**src/rtl/bp_be_acc_wb_streamer.sv**
```systemverilog
// Accelerator writeback streamer: serializes one result block into fill-width beats
// of an uncached write, bounds outstanding writes by counting acks, reports stall panic.
//   state | meaning
//   eIDLE | waiting for a result block (accepted only below the outstanding limit)
//   eSEND | presenting beats of the captured block on the forward channel
module bp_be_acc_wb_streamer #(
    parameter int block_width_p     = 512,
    parameter int fill_width_p      = 64,
    parameter int addr_width_p      = 40,
    parameter int lce_id_width_p    = 4,
    parameter int max_outstanding_p = 4,
    parameter int stall_thresh_p    = 16,
    localparam int beats_lp         = block_width_p / fill_width_p,
    localparam int cnt_width_lp     = (beats_lp > 1) ? $clog2(beats_lp) : 1
) (
    input  logic                      clk_i,
    input  logic                      reset_i,
    input  logic [lce_id_width_p-1:0] lce_id_i,
    input  logic [block_width_p-1:0]  data_i,
    input  logic [addr_width_p-1:0]   addr_i,
    input  logic                      v_i,
    output logic                      ready_and_o,
    output logic [addr_width_p-1:0]   fwd_addr_o,
    output logic [lce_id_width_p-1:0] fwd_lce_id_o,
    output logic [fill_width_p-1:0]   fwd_data_o,
    output logic [cnt_width_lp-1:0]   fwd_cnt_o,
    output logic                      fwd_last_o,
    output logic                      fwd_v_o,
    input  logic                      fwd_ready_and_i,
    input  logic                      rev_v_i,
    input  logic                      rev_last_i,
    output logic                      rev_ready_and_o,
    output logic                      busy_o,
    output logic                      panic_o,
    output logic                      err_o
);

    localparam int offset_width_lp = $clog2(block_width_p / 8);
    localparam int out_width_lp    = $clog2(max_outstanding_p + 1);
    localparam int stall_width_lp  = $clog2(stall_thresh_p + 1);

    typedef enum logic {eIDLE, eSEND} state_e;

    state_e                                      state_q;
    logic [beats_lp-1:0][fill_width_p-1:0]       data_q;
    logic [addr_width_p-1:0]                     addr_q;
    logic [lce_id_width_p-1:0]                   lce_id_q;
    logic [cnt_width_lp-1:0]                     cnt_q;
    logic [out_width_lp-1:0]                     out_q;
    logic [stall_width_lp-1:0]                   stall_q;
    logic                                        err_q;

    logic blk_acc, beat_acc, last_acc, ack, stalled;

    assign fwd_v_o         = (state_q == eSEND);
    assign fwd_last_o      = fwd_v_o && (cnt_q == cnt_width_lp'(beats_lp - 1));
    assign fwd_data_o      = data_q[cnt_q];
    assign fwd_cnt_o       = cnt_q;
    assign fwd_addr_o      = addr_q;
    assign fwd_lce_id_o    = lce_id_q;
    assign ready_and_o     = (state_q == eIDLE) && (out_q < out_width_lp'(max_outstanding_p));
    assign rev_ready_and_o = 1'b1;
    assign busy_o          = fwd_v_o || (out_q != '0);
    assign panic_o         = (stall_q == stall_width_lp'(stall_thresh_p));
    assign err_o           = err_q;

    assign blk_acc  = v_i && ready_and_o;
    assign beat_acc = fwd_v_o && fwd_ready_and_i;
    assign last_acc = beat_acc && fwd_last_o;
    assign ack      = rev_v_i && rev_last_i;
    assign stalled  = fwd_v_o && !fwd_ready_and_i;

    always_ff @(posedge clk_i or posedge reset_i) begin
        if (reset_i) begin
            state_q  <= eIDLE;
            data_q   <= '0;
            addr_q   <= '0;
            lce_id_q <= '0;
            cnt_q    <= '0;
            out_q    <= '0;
            stall_q  <= '0;
            err_q    <= 1'b0;
        end else begin
            case (state_q)
                eIDLE: begin
                    if (blk_acc) begin
                        data_q   <= data_i;
                        addr_q   <= {addr_i[addr_width_p-1:offset_width_lp], {offset_width_lp{1'b0}}};
                        lce_id_q <= lce_id_i;
                        cnt_q    <= '0;
                        state_q  <= eSEND;
                    end
                end
                eSEND: begin
                    if (last_acc) begin
                        cnt_q   <= '0;
                        state_q <= eIDLE;
                    end else if (beat_acc) begin
                        cnt_q <= cnt_q + 1'b1;
                    end
                end
                default: state_q <= eIDLE;
            endcase

            // Ack against an empty counter is a protocol error; keep the count at zero.
            if (last_acc && !ack) begin
                out_q <= out_q + 1'b1;
            end else if (ack && !last_acc) begin
                if (out_q == '0) err_q <= 1'b1;
                else             out_q <= out_q - 1'b1;
            end

            if (stalled) begin
                if (stall_q != stall_width_lp'(stall_thresh_p)) stall_q <= stall_q + 1'b1;
            end else begin
                stall_q <= '0;
            end
        end
    end

endmodule
```
**config.mk**
```make
export PLATFORM = sky130hd
export DESIGN_NAME = bp_be_acc_wb_streamer
export DESIGN_NICKNAME = d
export VERILOG_FILES = /design/src/rtl/bp_be_acc_wb_streamer.sv
export SDC_FILE = /design/constraint.sdc
export NUM_CORES = 1
export LEC_CHECK = 0
export ABC_AREA = 1
export ABC_CLOCK_PERIOD_IN_PS = 16400
export BUFFER_PORTS_ARGS = -buffer_cell sky130_fd_sc_hd__buf_2
export CAP_MARGIN = 30
export CORE_AREA = 2 2 264 266
export CTS_CLUSTER_SIZE = 12
export DETAILED_ROUTE_END_ITERATION = 6
export DIE_AREA = 0 0 266 268
export SLEW_MARGIN = 15
export SYNTH_ARGS = -nofsm -noshare
export SYNTH_HDL_FRONTEND = slang
export SYNTH_SLANG_ARGS = --single-unit
```
**constraint.sdc**
```tcl
create_clock -name clk_i -period 16.4 [get_ports clk_i]
set_clock_uncertainty 0.15 [all_clocks]
set_input_delay 0.82 -clock clk_i [delete_from_list [all_inputs] [get_ports clk_i]]
set_output_delay 0.82 -clock clk_i [all_outputs]
set_load 0.03 [all_outputs]
```
==> results.txt <==
Layout Nets = 4,722
Initial DRC Count = 2,210
post_cts resized = 0
worst hold path type = in2async
post-DP HPWL = 61.5 mm
first-pass GRT wire length = 134 mm
Multi-input gate area = 9730 um2
setup_tns = 0 ns
CTS buffer count = 67
total routed wirelength = 89.6 mm
Clock Sinks = 563
Req. time, crit path = 16.76 ns
die width = 266 um
mapped cell area = 27,100 um2
top cells by area, synth = dfrtp_1 (52%), nand2_1 (13%), a21oi_1 (9.5%), inv_1 (7.3%), nor2_1 (7.2%)
drt pass-1 iters = 7
final hold violation count = 0
CP Max Fanout = 91
VDD IR max = 0.120 mV
clk buf depth = 3
H-tree depth = 3
Reg2Reg Setup Slack = 11.57 ns
core area = 68,200 um2
Via density = 4.74
Seq cells post-synth = 563
outcome = completed
I/O pins = 680
register area = 14,100 um2
RR Startpoint = fwd_v_o$_DFF_PP0_
antenna violations before repair = 50
GP Congestion = 0.870
EDFF count, synth = 0
Synth Warn # = 0
f_max = 207 MHz
Worst slew margin = 0.325
ys flop type = dfrtp_1
WP data arrival = 5.19 ns
Lkg Pwr = 0.0186 uW
final setup fails = 0
final worst path period share = 0.295
GR Overflow Total = 0
Final Max Slew Viols = 0
most frequent cell after synthesis = nand2_1
FFs w/ async S/R, synth = 1.00
Fillers = 6,937
Initial Utilization = 0.397
CTS clk-pin slew, worst paths = 0.06 ns
total power = 6880 uW
measured slew at the worst slew-check pin = 1.01 ns
distinct cell type count of the synthesized netlist = 23
CTS root buf = clkbuf_16
Avg Cell Area, Syn = 7.50 um2
ANT nets after route = 0
Gate Count Post-Synth = 3,611
Die Y = 268 um
cell taking the most area after synthesis = dfrtp_1
reg2reg end = data_q[108]$_DFFE_PP0P_
Pwr Density = 208 nW/um2
Post-CTS Setup Repair Bufs = 0
fraction of layout cells with a size suffix above 1 = 0.193
CTS tree = done
input/output buffers = 666
Overall Global Routing Usage = 0.246
Via Count = 24.3k
worst-skew pair later-pin latency = 0.60 ns
number of core rows = 96
sequential element share of the synthesized area = 0.520
most common library cells after synthesis = nand2_1 (931), dfrtp_1 (563), inv_1 (530), nor2_1 (517), a21oi_1 (512)
unrepaired setup endpoints after global routing = no
critical path class = reg2reg
Synth top area share = 0.520
Area growth, synth to finish = 22.2%
DRC viols = 0
Hold Buf Count CTS = 0
Fin Hold WS = 0.148 ns
CP Launch Type = register
max cap viols = 0
DIE AREA = 71,300 um2
CP endpoint kind = register
vias in the first global route = 22.8k
largest net degree at the start of global routing = 173
R2R cell count = 11
drt wl/cell = 17.5 um
final worst path period need = 4.83 ns
-- final cells by class --
| cell class | count | area share |
|---|---|---|
| clock inverter | 15 | 0.00802 |
| sequential | 563 | 0.426 |
| clock buffer | 103 | 0.0621 |
| antenna | 43 | 0.00325 |
| timing repair buffer | 700 | 0.113 |
| multi-input combinational | 2290 | 0.294 |
| tap | 882 | 0.0333 |
| inverter | 531 | 0.0606 |
-- cells by family (layout without fill, tap and decap cells) --
family,after synthesis,after routing,share of synthesized area
DFF,563,563,0.520
adders and majority gates,7,7,0.00351
xor gates and xnor gates,3,3,0.000970
other,2,50,0.000277
AOI/OAI and AO/OA,517,517,0.0957
and+or+nand+nor,1756,1756,0.258
buffers and inverters,763,1349,0.121
-- metrics by stage --
stage          cells  worst slack (ns)   util  instance area, um2
3_5_place_dp    4961             10.72  0.447               30500
4_1_cts         5079             11.12  0.481               32800
5_1_grt         5121             11.15  0.485               33100
2_1_floorplan   3616              7.76      -               27100
6_report        5127             11.57  0.485               33100
3_3_place_gp    4961             10.75  0.447               30500
-- metal layers --
metal	global-route usage	share of wire	vias to the layer above
li1	-	-	12112
met1	0.352	0.46	11237
met2	0.357	0.44	732
met3	0.0537	0.069	176
met4	0.111	0.035	22
met5	0	0.0015	-
-- flip-flops by register name, summed over array words and instances (netlist names) --
name / count
fwd_addr_o: 34
fwd_lce_id_o: 4
fwd_cnt_o: 3
stall_q: 5
fwd_v_o: 1
err_o: 1
out_q: 3
data_q: 512
-- placed cells by master (no fill, tap or decap), types with 4 or more instances in the layout --
cell type	netlist	routed
nor2_1	517	517
buf_16	0	5
a21oi_1	512	512
clkbuf_1	54	15
nand2_1	931	930
inv_1	530	527
clkbuf_16	0	70
buf_2	117	666
diode_2	0	43
bufinv_16	0	6
clkinv_2	0	4
dfrtp_1	563	560
clkbuf_8	0	18
ha_1	6	6
buf_4	32	26
nand3_1	302	302
o21ai_0	4	4
conb_1	2	7
-- where the power goes --
group	internal, uW	switching (uW)	total [uW]	leakage (uW)
clock network	959	607	1570	0.00114
registers	2020	193	2210	0.00612
logic	888	2210	3100	0.0113
total	3860	3010	6880	0.0186
-- critical path, stage by stage, from the launching register on --
cell and delay [ns]:
dfrtp_1 0.44, nor2_2 0.07, buf_4 0.26, nand2_4 0.66, buf_4 0.65, buf_4 0.75, buf_4 0.46, buf_16 0.32
buf_4 0.31, buf_16 0.34, nor2_1 0.07, a21oi_1 0.13
-- worst max path at each step --
stage | end | slack, ns | cells past startpoint | from
finish | data_q[108]$_DFFE_PP0P_ | 11.57 | 11 | fwd_v_o$_DFF_PP0_
global placement | data_q[35]$_DFFE_PP0P_ | 10.75 | 8 | v_i
floorplan | data_q[0]$_DFFE_PP0P_ | 7.76 | 1 | reset_i
detailed placement | data_q[45]$_DFFE_PP0P_ | 10.72 | 8 | v_i
CTS | data_q[108]$_DFFE_PP0P_ | 11.12 | 8 | fwd_v_o$_DFF_PP0_
global route | data_q[176]$_DFFE_PP0P_ | 11.15 | 11 | fwd_v_o$_DFF_PP0_
(Power assumes the default switching activity.)
